`config.mk`:
```
export PLATFORM = sky130hd
export DESIGN_NAME = mux_scan_sampler
export DESIGN_NICKNAME = d
export VERILOG_FILES = /design/src/rtl/mux_scan_sampler.sv
export SDC_FILE = /design/constraint.sdc
export NUM_CORES = 1
export LEC_CHECK = 0
export BUFFER_PORTS_ARGS = -buffer_cell sky130_fd_sc_hd__buf_4
export CORE_UTILIZATION = 25
export DETAILED_ROUTE_END_ITERATION = 12
export GPL_TIMING_DRIVEN = 0
export PLACE_DENSITY = 0.52
export SETUP_SLACK_MARGIN = 0.5
export SLEW_MARGIN = 20
export SYNTH_ARGS = -nofsm -noshare
export SYNTH_HDL_FRONTEND = slang
export SYNTH_SLANG_ARGS = --single-unit
```
`constraint.sdc`:
```
create_clock -name clk -period 2.81 [get_ports clk]
set_input_delay 0.1405 -clock clk [delete_from_list [all_inputs] [get_ports clk]]
set_output_delay 0.1405 -clock clk [all_outputs]
set_load 0.01 [all_outputs]
```
`src/rtl/mux_scan_sampler.sv`:
```
// rtl/mux_scan_sampler.sv - scans a downstream 4:1 mux channel by channel and assembles 4-bit frames
// Each channel is held for SETTLE_CYCLES before a one-cycle sample; completed frames go to a valid/ready holding register.
module mux_scan_sampler #(
    parameter int unsigned SETTLE_CYCLES = 1
) (
    input  logic       clk,
    input  logic       rst_n,
    input  logic       enable,
    input  logic       mux_o,
    output logic [1:0] sel,
    output logic [3:0] frame,
    output logic       frame_valid,
    input  logic       frame_ready,
    output logic       overrun,
    input  logic       clr_ovr,
    output logic       busy
);

    typedef enum logic [1:0] {
        IDLE   = 2'd0,
        SETTLE = 2'd1,
        SAMPLE = 2'd2
    } state_t;

    localparam logic [7:0] SETTLE_LAST = 8'(SETTLE_CYCLES - 1);

    state_t     state_q, state_d;
    logic [1:0] ch_q, ch_d;
    logic [7:0] cnt_q, cnt_d;
    logic [2:0] shadow_q, shadow_d;
    logic [3:0] frame_q, frame_d;
    logic       valid_q, valid_d;
    logic       ovr_q, ovr_d;
    logic       complete, load, drop;

    always_comb begin
        state_d  = state_q;
        ch_d     = ch_q;
        cnt_d    = cnt_q;
        shadow_d = shadow_q;
        complete = 1'b0;
        case (state_q)
            IDLE: begin
                ch_d = 2'd0;
                if (enable) begin
                    state_d = SETTLE;
                    cnt_d   = 8'd0;
                end
            end
            SETTLE: begin
                cnt_d = cnt_q + 8'd1;
                if (cnt_q == SETTLE_LAST) begin
                    state_d = SAMPLE;
                end
            end
            SAMPLE: begin
                cnt_d = 8'd0;
                if (ch_q != 2'd3) begin
                    shadow_d[ch_q] = mux_o;
                    ch_d           = ch_q + 2'd1;
                    state_d        = SETTLE;
                end else begin
                    // enable is only honoured here so a frame is never cut short
                    complete = 1'b1;
                    ch_d     = 2'd0;
                    state_d  = enable ? SETTLE : IDLE;
                end
            end
            default: begin
                state_d = IDLE;
                ch_d    = 2'd0;
            end
        endcase
    end

    always_comb begin
        load    = complete && (!valid_q || frame_ready);
        drop    = complete && valid_q && !frame_ready;
        frame_d = load ? {mux_o, shadow_q} : frame_q;
        valid_d = load || (valid_q && !frame_ready);
        ovr_d   = drop || (ovr_q && !clr_ovr);
    end

    always_ff @(posedge clk or negedge rst_n) begin
        if (!rst_n) begin
            state_q  <= IDLE;
            ch_q     <= 2'd0;
            cnt_q    <= 8'd0;
            shadow_q <= 3'd0;
            frame_q  <= 4'd0;
            valid_q  <= 1'b0;
            ovr_q    <= 1'b0;
        end else begin
            state_q  <= state_d;
            ch_q     <= ch_d;
            cnt_q    <= cnt_d;
            shadow_q <= shadow_d;
            frame_q  <= frame_d;
            valid_q  <= valid_d;
            ovr_q    <= ovr_d;
        end
    end

    assign sel         = ch_q;
    assign frame       = frame_q;
    assign frame_valid = valid_q;
    assign overrun     = ovr_q;
    assign busy        = (state_q != IDLE);

endmodule

```
Word-level counts from Yosys, hierarchy flattened
Index checks and enable logic that the tools add are counted.

word-level totals
  flip-flop bits (word level) = 21

cells by class
  reduce and logical (&&, ||, !) cells = 19
  $lt $le $gt $ge = 2
  eq/ne operators = 5
  mux-type cells = 14
  $add $sub $neg = 2

operators by type and width
  operator                                                            count
  one-hot mux 8 bit (3 select lines)                                  1
  adder 8 x 1 -> 8 bit (second input constant)                        1
  logical NOT 8 bit                                                   1
  2-to-1 mux 8 bit                                                    1
  logical AND 1 bit                                                   6
  2-to-1 mux 2 bit                                                    3
  != test 2 bit (second input constant)                               3
  one-hot mux 2 bit (3 select lines)                                  1
  AND reduction 2 bit                                                 3
  2-to-1 mux 1 bit                                                    5
  one-hot mux 2 bit (2 select lines)                                  1
  bitwise mux 3 bit                                                   1
  logical NOT 1 bit                                                   3
  logical OR 1 bit                                                    3
  less-than comparator 2 x 3 -> 1 bit (second input constant)         1
  nonzero test 3 bit                                                  1
  adder 2 x 1 -> 2 bit (second input constant)                        1
  demux 1 bit (select 2 bit)                                          1
  == test 2 x 1 -> 1 bit (second input constant)                      1
  == test 2 bit (second input constant)                               1
  greater-or-equal comparator 2 x 1 -> 1 bit (second input constant)  1
  logical NOT 2 bit                                                   1
  nonzero test 2 bit                                                  1

Longest topological paths before layout
  word-level depth = 6
  depth in mapped cells = 5
  gate-level depth less buffers = 5

Worst setup path after synthesis
OpenSTA, ideal clock, no wires.

  path kind = register to register
  start point = register ch_q[0], in the netlist sel[0]
  end point = register frame_q[3], in the netlist frame[3]
  period minus slack after synthesis = 1,415 ps
  stages on the path, launching flop included = 5
  setup time = 125 ps
  path slack = 1,395 ps
  arrival = 1,290 ps
  path through = dfrtp_1 ha_1 nand3b_1 nor2b_2 mux2_2

on the way
  word-level cells in the longest chain between the ends = 4

ends and longest elaborated chain
  what                      RTL line  text
  start: declaration        28        logic [1:0] ch_q, ch_d;
  start signal: assignment  95        ch_q <= ch_d;
  != test 2 bit             58        if (ch_q != 2'd3) begin
  2-to-1 mux 1 bit          58
  2-to-1 mux 1 bit          42        case (state_q)
  logical AND 1 bit         77        load = complete && (!valid_q || frame_ready);
  end signal: assignment    98        frame_q <= frame_d;
  end: declaration          31        logic [3:0] frame_q, frame_d;

No other way between the ends.
A chain may end at the register's enable or synchronous reset.

Final worst setup path
  start point = register ch_q[1], in the netlist sel[1]
  end point = register frame_q[1], in the netlist frame[1]

The elaborated chain is that of the path after synthesis.

==> results.ini <==
[outcome]
status=complete, no violations

[worst_setup_path]
crit_fanout=4
r2r_end=frame[1]$_DFFE_PN0P_
critPathSlowestCell=dfrtp_1
worstRegToRegCells=4
path_class=reg2reg
worstPathCellList=ha_1, nand3b_1, nor2b_2, mux2_2
reg2reg_slack_ns=1.22
cpPeakStageDelay_ns=0.43
crit_start=sel[1]$_DFFE_PN0N_
worst_setup_path_start_kind=flip-flop
endpoint_kind=flip-flop
worstPathRequired_ns=2.96
reg2reg_from=sel[1]$_DFFE_PN0N_
cp-endpoint=frame[1]$_DFFE_PN0P_
worst_ep_arrival_time_ns=1.73

[power]
combPwrFrac_pct=3.4
power_leakage_uw=0.000582
power_switching_uw=110
clockPowerShare_pct=38.0
switching_share_pct=21.1
power_density_nw_per_um2=408
p_seq_share_pct=58.6
p_int_uw=412
worst_ir_drop_vdd_v=0.000189

[drt]
wl_per_cell_microns=12.2
wl_microns=1980
drtIter0Drc=38
via_per_inst=4.44
vias=719
drc=0
firstDrtPassIters=4
antenna_left=0

[global_route]
overflow=0
busiest_layer=met2
grt_pass1_vias=679
met3_usage_pct=4.28
antenna_found_initial=0
track_usage_pct=10.2
gr-usage-met1_pct=12.4
grt_max_degree=22
grt_pass1_wl_microns=3310
use_met2_pct=16.8

[synthesis]
syn_area_sq_um=1060
ys_seq_area_share_pct=49.7
syn_area_per_cell_sq_um=11.4
ys_ff_latch=21
yosysWarningCount=0
synthesis.nets=105
syn-instance-count=93
ys_types=29

[placement]
place_congestion=0.745
placed_cell_area_sq_um=1220
io_buffers=14
dp_hpwl_microns=1450

[clock_network]
cts_hold_buf=1
cts.clk_slew.worst_paths_ns=0.07
clk_latency_ns=0.26
cts_root_buf=clkbuf_8
cts.sinks=21
cts_tree=done
postCtsSetupBuffers=0
cts_resized=0
htree_levels=1
cts_buffer_depth=2
numCtsBuffers=3

[sta]
fin_skew_ns=0.00378
period_needed_ns=1.59
max_freq_mhz=630
final_max_slew_viol_count=0
finalHoldViolations=0
holdWs_ns=0.0610
rsz0062_at_grt=no
min_period_over_period_pct=56.5
tightest_slew_ns=0.621
timing.slew.headroom_pct=58.5
setup_viol=0
timing.setup.tns_ns=0

[final_layout]
layout_commonest_cell=dfrtp_1
n_antenna_cell=0
syn_to_final_growth_pct=21.2
final_area_sq_um=1280
layout_common_cells=dfrtp_1 (21), buf_4 (14), nand2_1 (12)
final_nets=125
drive_above_1_share_pct=29.5
nFillCells=409

[flow_run]
maxCapViolCount=0

[floorplan]
die-area_sq_um=4490
start_util_pct=26.2
core_area_sq_um=4030
io_pins=15
die_h_microns=67.0
die_w_microns=67.0
fp-row-count=23

[hold_path]
min_path_type=in2reg

[logic make-up after synthesis]
group / after synthesis / share of synthesized area (%)
compound gates: 9 / 4.97
xor+xnor: 1 / 0.829
fa+ha+maj: 6 / 7.10
buf+inv: 9 / 4.02
flops: 21 / 49.7
mux: 12 / 12.3
simple gates: 35 / 21.1
[how the worst min path moves through the flow]
| stage | from | slack (ns) | cells after the start | to |
|---|---|---|---|---|
| after floorplan | rst_n | -0.16 | 0 | cnt_q[0]$_DFFE_PN0P_ |
| after global placement | rst_n | 0.04 | 1 | frame[2]$_DFFE_PN0P_ |
| after detailed placement | rst_n | 0.05 | 1 | frame[1]$_DFFE_PN0P_ |
| after CTS | clr_ovr | 0.05 | 2 | overrun$_DFF_PN0_ |
| after global routing | clr_ovr | 0.04 | 2 | overrun$_DFF_PN0_ |
| final | clr_ovr | 0.06 | 2 | overrun$_DFF_PN0_ |
[metrics by stage]
step / setup slack, ns / utilization (%) / std cells / total power (uW)
5_1_grt: 1.11 / 31.8 / 162 / 553
3_3_place_gp: 1.30 / 30.4 / 157 / 329
4_1_cts: 1.20 / 31.8 / 162 / 535
3_5_place_dp: 1.21 / 30.4 / 157 / 330
6_report: 1.22 / 31.8 / 162 / 522
2_1_floorplan: 1.40 / - / 93 / 315
[sequential cells by signal (all words and copies together), names as in the netlist]
register	flops
sel	2
state_q	2
shadow_q	3
cnt_q	8
overrun	1
frame	4
frame_valid	1
[power groups by stage]
stage               clock network, uW  registers (uW)  logic [uW]
floorplan                           0             312        3.16
global placement                    0             312        17.0
detailed placement                  0             312        17.7
CTS                               210             306        18.8
global route                      226             307        20.5
finish                            198             306        17.7
[layer usage]
| layer | wire length, microns | part of all wire [%] | vias to the layer above |
|---|---|---|---|
| met4 | 13 | 0.66 | 0 |
| li1 | - | - | 362 |
| met5 | 0 | 0 | - |
| met3 | 119 | 6.0 | 2 |
| met1 | 921 | 47 | 337 |
| met2 | 920 | 47 | 18 |
[worst max-delay path: cells and delay by family (launching register included)]
kind	cells	cell delay, ns
adder cells (fa/ha/maj)	1	0.26
flip-flops	1	0.43
multiplexers	1	0.37
AND/OR/NAND/NOR	2	0.42
[Yosys cell counts (all sizes together)]
library cell | number | share of area (%)
o21bai | 1 | 0.71
nor4 | 1 | 1.2
buf | 2 | 1.5
nor2b | 1 | 0.83
o22ai | 2 | 1.2
and3 | 1 | 0.59
ha | 6 | 7.1
nand2 | 12 | 4.3
or2 | 1 | 0.59
or4 | 1 | 0.71
and2b | 1 | 0.71
inv | 7 | 2.5
nor4b | 1 | 2.2
a21oi | 2 | 0.95
nand3 | 7 | 3.3
nor3b | 2 | 1.9
nand4 | 1 | 0.59
mux2 | 8 | 8.5
xor2 | 1 | 0.83
mux2i | 4 | 3.8
nand2b | 2 | 1.2
o21ai | 3 | 1.4
dfrtp | 21 | 50
and2 | 1 | 0.59
or4b | 1 | 0.95
o211ai | 1 | 0.71
nand3b | 2 | 1.4
[area by class of cell]
cell class	instances	area (sq um)	share of cell area, %
clock buffer	3	41.3	3.22
timing repair buffer	15	115	8.98
inverter	7	26.3	2.05
sequential	21	526	41.0
multi-input combinational	63	489	38.2
tap	50	62.6	4.88
buffer	2	16.3	1.27
clock inverter	1	5.00	0.391
Note: power is estimated with default switching activity, not from simulation.
